--- src/rtl/fifo_rd_stream_pkg.sv ---
// Shared types and elaboration helpers for the FIFO read-side stream adapter.
package fifo_stream_pkg;

  // Completed-packet counter type; wraps naturally at 2^16.
  typedef logic [15:0] pkt_cnt_t;

  // Number of bits needed to hold values 0..n-1, never less than one bit.
  function automatic int clog2_min1(input int n);
    int r;
    r = 32'sd0;
    while ((32'sd1 <<< r) < n) begin
      r = r + 32'sd1;
    end
    return (r < 32'sd1) ? 32'sd1 : r;
  endfunction

  // Output buffer depth: enough entries to cover the FIFO read latency plus
  // one beat in the output register and one in the return path.
  function automatic int buf_depth(input int lat);
    return lat + 32'sd2;
  endfunction

endpackage

--- src/rtl/fifo_rd_stream_obuf.sv ---
// Small circular buffer between the FIFO read port and the stream output.
// Depth need not be a power of two, so pointers wrap by explicit compare.
module stream_obuf
  import fifo_stream_pkg::*;
#(
  parameter int DEPTH = 2,
  parameter int WIDTH = 8
) (
  input  logic                                clk,
  input  logic                                rst_n,
  input  logic                                flush,
  input  logic                                push,
  input  logic [WIDTH-1:0]                    push_data,
  input  logic                                pop,
  output logic [clog2_min1(DEPTH+32'sd1)-1:0] occ,
  output logic                                not_empty,
  output logic [WIDTH-1:0]                    head_data
);

  localparam int PW = clog2_min1(DEPTH);
  localparam int OW = clog2_min1(DEPTH + 32'sd1);
  localparam logic [PW-1:0] PTR_LAST = PW'(DEPTH - 32'sd1);
  localparam logic [OW-1:0] OCC_FULL = OW'(DEPTH);

  logic [WIDTH-1:0] r_mem [DEPTH];
  logic [PW-1:0]    r_head;
  logic [PW-1:0]    r_tail;
  logic [OW-1:0]    r_occ;
  logic             r_not_empty;
  logic [OW-1:0]    w_occ_nxt;
  logic             w_pop_ok;
  logic             w_push_ok;

  function automatic logic [PW-1:0] ptr_inc(input logic [PW-1:0] p);
    return (p == PTR_LAST) ? {PW{1'b0}} : (p + PW'(1'b1));
  endfunction

  // Qualify push/pop against occupancy and work out the next occupancy.
  always_comb begin
    w_pop_ok  = pop && (r_occ != {OW{1'b0}});
    w_push_ok = push && ((r_occ != OCC_FULL) || w_pop_ok);
    w_occ_nxt = r_occ;
    case ({w_push_ok, w_pop_ok})
      2'b10:   w_occ_nxt = r_occ + OW'(1'b1);
      2'b01:   w_occ_nxt = r_occ - OW'(1'b1);
      default: w_occ_nxt = r_occ;
    endcase
  end

  // Pointer and occupancy registers; flush empties the buffer at once.
  always_ff @(posedge clk or negedge rst_n) begin
    if (!rst_n) begin
      r_head      <= {PW{1'b0}};
      r_tail      <= {PW{1'b0}};
      r_occ       <= {OW{1'b0}};
      r_not_empty <= 1'b0;
    end else if (flush) begin
      r_head      <= {PW{1'b0}};
      r_tail      <= {PW{1'b0}};
      r_occ       <= {OW{1'b0}};
      r_not_empty <= 1'b0;
    end else begin
      if (w_push_ok) begin
        r_tail <= ptr_inc(r_tail);
      end
      if (w_pop_ok) begin
        r_head <= ptr_inc(r_head);
      end
      r_occ       <= w_occ_nxt;
      r_not_empty <= (w_occ_nxt != {OW{1'b0}});
    end
  end

  // Storage array; cleared on reset so the head reads as zero afterwards.
  always_ff @(posedge clk or negedge rst_n) begin
    if (!rst_n) begin
      for (int i = 0; i < DEPTH; i++) begin
        r_mem[i] <= {WIDTH{1'b0}};
      end
    end else if (w_push_ok && !flush) begin
      r_mem[r_tail] <= push_data;
    end
  end

  assign occ       = r_occ;
  assign not_empty = r_not_empty;
  assign head_data = r_mem[r_head];

endmodule

--- src/rtl/fifo_rd_stream.sv ---
// Turns a FIFO read port (empty/rd_en/data_out) into a valid/ready stream
// with fixed-length packet framing. Reads are issued on credit so the small
// output buffer can always absorb data that is still in flight.
module fifo_rd_stream
  import fifo_stream_pkg::*;
#(
  parameter int DATA_WIDTH = 8,
  parameter int RD_LATENCY = 0,
  parameter int PKT_LEN    = 4
) (
  input  logic                  clk,
  input  logic                  rst_n,
  input  logic                  fifo_empty,
  input  logic [DATA_WIDTH-1:0] fifo_data,
  output logic                  fifo_rd_en,
  input  logic                  flush,
  output logic                  m_valid,
  input  logic                  m_ready,
  output logic [DATA_WIDTH-1:0] m_data,
  output logic                  m_last,
  output pkt_cnt_t              pkt_count
);

  localparam int BUF_DEPTH = buf_depth(RD_LATENCY);
  localparam int OW        = clog2_min1(BUF_DEPTH + 32'sd1);
  localparam int UW        = OW + 32'sd1;
  localparam int BW        = clog2_min1(PKT_LEN);
  localparam logic [BW-1:0] LAST_BEAT  = BW'(PKT_LEN - 32'sd1);
  localparam logic [UW-1:0] CREDIT_MAX = UW'(BUF_DEPTH);

  if ((RD_LATENCY != 32'sd0) && (RD_LATENCY != 32'sd1)) begin : g_bad_latency
    $error("fifo_rd_stream: RD_LATENCY must be 0 or 1");
  end

  if (PKT_LEN < 32'sd1) begin : g_bad_pkt_len
    $error("fifo_rd_stream: PKT_LEN must be at least 1");
  end

  logic [OW-1:0]         w_occ;
  logic                  w_not_empty;
  logic [DATA_WIDTH-1:0] w_head;
  logic                  w_inflight;
  logic                  w_push;
  logic                  w_pop;
  logic                  w_last;
  logic [UW-1:0]         w_used;
  logic [BW-1:0]         r_beat_cnt;
  pkt_cnt_t              r_pkt_count;

  // Issue a read only while buffered plus in-flight words leave a free slot;
  // this is the only back-pressure path towards the FIFO.
  always_comb begin
    w_used     = UW'(w_occ) + UW'(w_inflight);
    fifo_rd_en = !fifo_empty && !flush && (w_used < CREDIT_MAX);
  end

  if (RD_LATENCY == 32'sd1) begin : g_lat1
    logic r_rd_pipe;

    // Track the read issued last cycle; its data is on fifo_data now.
    always_ff @(posedge clk or negedge rst_n) begin
      if (!rst_n) begin
        r_rd_pipe <= 1'b0;
      end else begin
        r_rd_pipe <= fifo_rd_en;
      end
    end

    assign w_inflight = r_rd_pipe;
    // A word returning during flush belongs to the discarded stream.
    assign w_push     = r_rd_pipe && !flush;
  end else begin : g_lat0
    assign w_inflight = 1'b0;
    assign w_push     = fifo_rd_en;
  end

  assign w_pop = w_not_empty && m_ready && !flush;

  stream_obuf #(
    .DEPTH (BUF_DEPTH),
    .WIDTH (DATA_WIDTH)
  ) u_obuf (
    .clk       (clk),
    .rst_n     (rst_n),
    .flush     (flush),
    .push      (w_push),
    .push_data (fifo_data),
    .pop       (w_pop),
    .occ       (w_occ),
    .not_empty (w_not_empty),
    .head_data (w_head)
  );

  assign w_last = w_not_empty && (r_beat_cnt == LAST_BEAT);

  // Beat position within the packet and the completed-packet count.
  always_ff @(posedge clk or negedge rst_n) begin
    if (!rst_n) begin
      r_beat_cnt  <= {BW{1'b0}};
      r_pkt_count <= 16'd0;
    end else if (flush) begin
      r_beat_cnt  <= {BW{1'b0}};
    end else if (w_pop) begin
      if (w_last) begin
        r_beat_cnt  <= {BW{1'b0}};
        r_pkt_count <= r_pkt_count + 16'd1;
      end else begin
        r_beat_cnt  <= r_beat_cnt + BW'(1'b1);
      end
    end
  end

  assign m_valid   = w_not_empty;
  assign m_data    = w_head;
  assign m_last    = w_last;
  assign pkt_count = r_pkt_count;

endmodule

--- config.mk ---
export PLATFORM = sky130hd
export DESIGN_NAME = fifo_rd_stream
export DESIGN_NICKNAME = d
export VERILOG_FILES = /design/src/rtl/fifo_rd_stream_pkg.sv /design/src/rtl/fifo_rd_stream_obuf.sv /design/src/rtl/fifo_rd_stream.sv
export SDC_FILE = /design/constraint.sdc
export NUM_CORES = 1
export LEC_CHECK = 0
export ABC_CLOCK_PERIOD_IN_PS = 2800
export BUFFER_PORTS_ARGS = -buffer_cell sky130_fd_sc_hd__buf_4
export CAP_MARGIN = 20
export CORE_MARGIN = 3
export CORE_UTILIZATION = 50
export DETAILED_ROUTE_END_ITERATION = 6
export GPL_TIMING_DRIVEN = 0
export PLACE_DENSITY = 0.75
export SLEW_MARGIN = 10
export SYNTH_ARGS = -nofsm -noshare
export SYNTH_HDL_FRONTEND = slang
export SYNTH_SLANG_ARGS = --single-unit
--- constraint.sdc ---
create_clock -name clk -period 2.8 [get_ports clk]
set_clock_uncertainty 0.1 [all_clocks]
set_input_delay 0.56 -clock clk [delete_from_list [all_inputs] [get_ports clk]]
set_output_delay 0.56 -clock clk [all_outputs]
set_load 0.02 [all_outputs]
==> results by group, run 1 <==
Drt
  – Initial DRC Count: 54
  – # DRC: 0
  – DRT Wirelength: 3310 um
  – Final ANT Viol Nets: 0
  – Via count: 1213
  – DRT Pass-1 Iters: 4
  – Routed len/inst: 14.3 um
  – Via/cell ratio: 5.25

Layout
  – Layout area overhead: 21.4%
  – Nets@finish: 201
  – Area occupied by multi-input gates: 771 um^2
  – Most common cell after layout, fill and taps aside: dfrtp_1
  – Ant. Diodes: 0
  – Final design area excluding fillers: 0.00218 mm^2
  – FILL cells: 261
  – Most frequent cells in the layout: dfrtp_1 (39), buf_4 (38), mux2_2 (25)
  – Share of layout cells above drive strength 1: 41.6%
  – Register area: 976 um^2

Critical path
  – R2R cell count: 5
  – CP arrival: 1.63 ns
  – Reg2reg start: u_obuf.occ[1]
  – Crit path required time: 2.14 ns
  – Worst setup SP type: flip-flop
  – R2R Setup Slk: 0.98 ns
  – Crit Path Category: reg -> out
  – FF-to-FF End: u_obuf.r_mem[7]
  – CP Max Fanout: 10
  – Worst Setup End Kind: output pin

Pwr
  – Lkg Pwr: 1.04 nW
  – Peak VDD IR: 0.312 mV
  – Cell Pwr Density: 550 mW/mm^2
  – Power, Total: 1.20 mW

Timing
  – Fmax: 0.437 GHz
  – Unrepaired setup endpoints after global routing: false
  – Clock period minus worst slack: 2.29 ns
  – Period utilization: 81.8%
  – Final Max Tran Viols: 0
  – Setup TNS: 0 ns
  – Hold Fails Final Rpt: 0
  – Worst slew pin tran: 0.595 ns
  – Worst slew margin: 60.0%
  – Final Setup Violations: 0

Clocking
  – Clock Path Buffers: 2
  – Quantity of gates resized following cts: 0
  – TritonCTS clock tree: built
  – Clock Sinks: 39
  – Buffer count from post-CTS setup fixing: 0
  – H-tree lvl count: 2
  – Worst-path clk slew: 0.10 ns
  – Num CTS Buffers: 5
  – Clock root buffer: clkbuf_4
  – # hold bufs at CTS: 0
  – Clock latency on the worst-skew pair: 0.33 ns

Global route
  – First-pass GRT wire length: 5370 um
  – Overall Global Routing Usage: 16.3%
  – Vias in the first global route: 1213
  – GR Overflow Total: 0
  – Largest net degree at the start of global routing: 40
  – Initial antenna violation count: 0

Logic synthesis
  – Area of the mapped netlist: 0.00180 mm^2
  – Flops & latches, synth: 39
  – Cell variety after synth: 30
  – Sequential fraction of the synthesis area: 54.3%
  – Synth warn: 0
  – Gate Count Post-Synth: 141
  – EDFF count, synth: 0
  – Mean Syn Cell Area: 12.7 um^2
  – Async SR Flop Fraction: 100%
  – Main synth FF type: dfrtp_1
  – Syn nets: 156

Run
  – Max-cap violations: 0

Outcome
  – Outcome: completed

Place
  – Routability cong.: 0.755
  – I/O Buffers: 38
  – Area after DPL: 0.00214 mm^2
  – Post-DP HPWL: 2410 um

Die
  – Num ports: 40
  – Die Y: 65.9 um
  – Row count: 21
  – Die Wd: 65.9 um
  – Initial Utilization: 53.0%
  – Core ar.: 0.00339 mm^2
  – Die footprint: 0.00435 mm^2

Min path
  – Hold WC Path Type: in -> async
cell usage after synthesis (2+ instances only):
| master | count | area (um^2) |
|---|---|---|
| buf_6 | 3 | 33.8 |
| mux2_2 | 25 | 282 |
| xor2_1 | 8 | 70.1 |
| nor4_1 | 3 | 18.8 |
| nor2_1 | 6 | 22.5 |
| nor3_1 | 3 | 15.0 |
| ha_1 | 2 | 25.0 |
| and3_1 | 2 | 12.5 |
| o21ai_0 | 2 | 10.0 |
| a21oi_1 | 3 | 15.0 |
| and2_1 | 2 | 12.5 |
| clkbuf_1 | 2 | 7.51 |
| nand3_1 | 8 | 40.0 |
| nand2_1 | 9 | 33.8 |
| nand4_1 | 2 | 12.5 |
| dfrtp_1 | 39 | 976 |
| xnor2_1 | 9 | 78.8 |
worst max path at each step:
stage                  startpoint               to
floorplan                   flush  u_obuf.r_mem[0]
global placement    u_obuf.r_head        m_data[1]
detailed placement  u_obuf.r_head        m_data[5]
CTS                 u_obuf.r_head        m_data[5]
global route        u_obuf.r_head        m_data[1]
finish              u_obuf.r_head        m_data[5]
layout make-up:
type | count | share of cell area (%)
repair buffers | 38 | 13.1
flip-flops and latches | 39 | 44.8
clock buffers | 6 | 1.89
plain buffers | 6 | 2.12
multi-input cells | 95 | 35.3
inverters | 1 | 0.172
well taps | 46 | 2.64
cells by family after synthesis:
logic type | after synthesis | synth area share (%)
flip-flops | 39 | 54.3
XOR/XNOR | 18 | 9.19
buffers and inverters | 7 | 2.79
adder cells (fa/ha/maj) | 2 | 1.39
AND/OR/NAND/NOR | 42 | 13.9
multiplexers | 26 | 16.2
AO/OA/AOI/OAI | 7 | 2.16
through the flow:
step / hold slack [ns] / instances / util (%) / setup WS, ns
2_1_floorplan: 0.164 / 141 / - / 0.686
3_3_place_gp: 0.357 / 225 / 63.1 / 0.859
3_5_place_dp: 0.370 / 225 / 63.1 / 0.864
4_1_cts: 0.0819 / 231 / 64.3 / 0.476
5_1_grt: 0.0964 / 231 / 64.3 / 0.373
6_report: 0.0804 / 231 / 64.3 / 0.510
worst max-delay path, stage by stage (launching register included):
cell and delay (ns):
dfrtp_1 0.34, clkbuf_1 0.41, mux2_2 0.40, buf_4 0.16
sequential cells by signal (all words and copies together) (netlist names):
name,cells
u_obuf.r_tail,1
pkt_count,16
u_obuf.r_head,1
u_obuf.occ,2
r_beat_cnt,2
u_obuf.not_empty,1
u_obuf.r_mem,16
layer usage:
| layer | GRT usage [%] | vias up | part of all wire, % |
|---|---|---|---|
| met3 | 4.08 | 3 | 5.2 |
| li1 | - | 581 | - |
| met1 | 19.0 | 603 | 42 |
| met5 | 0 | - | 0 |
| met2 | 28.8 | 26 | 52 |
| met4 | 6.09 | 0 | 0.66 |
power breakdown:
part	internal, mW	switching [mW]	total, mW
sequential	0.642	0.0401	0.682
clock	0.0894	0.162	0.252
combinational	0.146	0.119	0.265
(Power assumes the default switching activity.)
==> run 2, diff against run 1 <==
ABC_CLOCK_PERIOD_IN_PS = 1900   (was 2800)
CORE_UTILIZATION = 48   (was 50)
clock period = 1.9 ns   (was 2.8 ns; I/O delays follow)
==> run 2 against run 1 <==
Die area up 3.8%. Worst hold slack better by 0.12 ns. Sequential share of layout area down 1.5 points. Sequential cell count unchanged. Critical path depth unchanged. Power up 67%. Global-route usage up 0.062 points. First-iteration DRC count down 24%. Core utilization up 0.77 points. Count of clock-buffer cells in the layout up 2. Combinational power up 48%.
==> results by group, run 2 (synthesized netlist as in run 1, its figures left out) <==
Critical path
  – CP max stage delay: 0.63 ns (+0.22 ns)
  – Worst setup SP type: flip-flop
  – CP Max Fanout: 8 (-2)
  – Reg2reg start: u_obuf.occ[1]
  – Crit Path Category: reg -> reg
  – Cell Chain, Critical Path: clkbuf_1 > nor4_4 > mux2_2
  – Critical path launch point: u_obuf.occ[1]
  – Crit path required time: 1.97 ns (-0.17 ns)
  – Worst path slowest cell: nor4_4
  – CP arrival: 1.88 ns (+0.25 ns)
  – Worst Setup End Kind: flip-flop

Timing
  – Final Setup Violations: 0 (unchanged)
  – Fmax: 0.554 GHz
  – Worst slew margin: 59.0% (-1.0 points)
  – Period utilization: 95.0%
  – Final Max Tran Viols: 0 (unchanged)
  – Unrepaired setup endpoints after global routing: false
  – Hold Fails Final Rpt: 0 (unchanged)
  – Worst slew pin tran: 0.610 ns (+0.0150 ns)
  – Setup TNS: 0 ns (unchanged)
  – Clock period minus worst slack: 1.81 ns

Drt
  – Via count: 1216 (+0.25%)
  – # DRC: 0 (unchanged)
  – Final ANT Viol Nets: 0 (unchanged)
  – DRT Pass-1 Iters: 3 (-1)
  – Initial DRC Count: 41 (-24%)
  – Routed len/inst: 14.3 um (about the same)
  – Via/cell ratio: 5.22 (-0.61%)
  – DRT Wirelength: 3340 um (+0.94%)

Layout
  – Final Util: 65.1% (+0.77 points)
  – Ant. Diodes: 0 (unchanged)
  – Share of layout cells above drive strength 1: 43.9% (+2.2 points)
  – FILL cells: 266 (+1.9%)
  – Nets@finish: 201 (unchanged)
  – Final non-filler cell total: 233 (+0.87%)
  – Layout area overhead: 25.7%
  – Most frequent cells in the layout: buf_4 (38), dfrtp_1 (38), mux2_2 (25)
  – Final design area excluding fillers: 0.00226 mm^2 (+3.6%)

Pwr
  – Cell Pwr Density: 884 mW/mm^2 (+61%)
  – Register share of total power: 50.6% (-6.3 points)
  – Clock power share: 29.8% (+8.8 points)
  – Pint: 1.49 mW (+70%)
  – Net Sw Power: 0.503 mW (+56%)
  – Sw frac: 25.2% (-1.7 points)
  – Lkg Pwr: 1.07 nW (+2.9%)
  – Peak VDD IR: 0.437 mV (+40%)
  – Comb pwr share: 19.6% (-2.5 points)

Outcome
  – Outcome: completed

Clocking
  – Num CTS Buffers: 5 (unchanged)
  – Clock root buffer: clkbuf_8
  – Clock Sinks: 39 (unchanged)
  – Clock latency on the worst-skew pair: 0.28 ns (-0.05 ns)
  – H-tree lvl count: 2 (unchanged)
  – Worst-path clk slew: 0.07 ns (-0.03 ns)
  – Clock Path Buffers: 2 (unchanged)
  – TritonCTS clock tree: built

Min path
  – Min-delay src: flush
  – Hold WC Path Type: in -> reg

Global route
  – Overall Global Routing Usage: 16.4% (+0.062 points)
  – First-pass GRT wire length: 5460 um (+1.7%)
  – Initial antenna violation count: 0 (unchanged)
  – GR Overflow Total: 0 (unchanged)
  – Vias in the first global route: 1217 (+0.33%)
  – Largest net degree at the start of global routing: 40 (unchanged)

Die
  – Num ports: 40 (unchanged)
  – Row count: 21 (unchanged)
  – Die footprint: 0.00451 mm^2 (+3.8%)
  – Die Wd: 67.2 um (+1.9%)
  – Die Y: 67.2 um (+1.9%)
  – Core ar.: 0.00347 mm^2 (+2.3%)
  – Initial Utilization: 51.8% (-1.2 points)

Place
  – I/O Buffers: 38 (unchanged)
  – Routability cong.: 0.753 (-0.36%)
  – Post-DP HPWL: 2490 um (+3.0%)
  – Inst Count DP: 225 (unchanged)
  – Area after DPL: 0.00214 mm^2 (+0.23%)

Run
  – Max-cap violations: 0 (unchanged)
run 2: cell count changes in the layout (fill, tap and decap cells not counted), sizes merged:
cell         before  now
dlygate4sd3       0    1
clkbuf            8    9
run 2: layout make-up:
class / instances / area, um^2 / area share, %
flip-flops and latches: 39 / 977 / 43.3
plain buffers: 5 / 42.5 / 1.88
multi-input cells: 95 / 782 / 34.6
well taps: 46 / 57.6 / 2.55
clock buffers: 8 / 100 / 4.43
inverters: 1 / 3.75 / 0.166
repair buffers: 39 / 295 / 13.1
run 2: through the flow:
step	hold slack [ns]	setup slack, ns	power, mW
floorplan	-0.0156	0.0836	1.27
global placement	0.265	0.104	1.40
detailed placement	0.277	0.0934	1.42
CTS	0.189	0.0862	2.03
global route	0.191	0.0108	2.10
finish	0.199	0.0943	2.00
run 2: path summary, 6_finish.rpt:
path                            cells after the start  slack, ns         endpoint
min in group asynchronous                           2       0.50    pkt_count[14]
max in group asynchronous                           2       0.85    u_obuf.r_head
worst min register to register                      1       0.37    pkt_count[15]
worst min-delay path                                2       0.20    u_obuf.r_head
worst max-delay path                                3       0.09  u_obuf.r_mem[9]
worst max register to register                      3       0.09  u_obuf.r_mem[9]
run 2: metal layers:
| layer | vias up | GRT usage (%) | share of wire [%] | routed length (um) |
|---|---|---|---|---|
| li1 | 586 | - | - | - |
| met1 | 599 | 18.4 | 40 | 1350 |
| met2 | 24 | 29.0 | 53 | 1770 |
| met3 | 7 | 4.99 | 5.0 | 166 |
| met4 | 0 | 6.08 | 1.4 | 48 |
| met5 | - | 0 | 0 | 0 |
run 2: power by group through the flow:
stage | clock network [mW] | registers (mW) | logic (mW)
after global placement | 0 | 1.01 | 0.386
after CTS | 0.615 | 1.01 | 0.400
after floorplan | 0 | 1.01 | 0.259
after detailed placement | 0 | 1.02 | 0.400
final | 0.595 | 1.01 | 0.392
after global routing | 0.652 | 1.03 | 0.425
run 2: what timing repair did:
item | 4_1_cts | 5_1_grt
buffers inserted | 0 | 0
pin swaps | 0 | 0
hold buffers | 1 | 0
endpoints found under the setup margin | 8 | 1
resized for setup | 1 | 1
endpoints found under the hold margin | 39 | 0
run 2: critical path: cells and delay by family (launching register included):
family / cells / cell delay (ns)
DFF: 1 / 0.36
and+or+nand+nor: 1 / 0.63
buffers and inverters: 1 / 0.19
muxes: 1 / 0.41
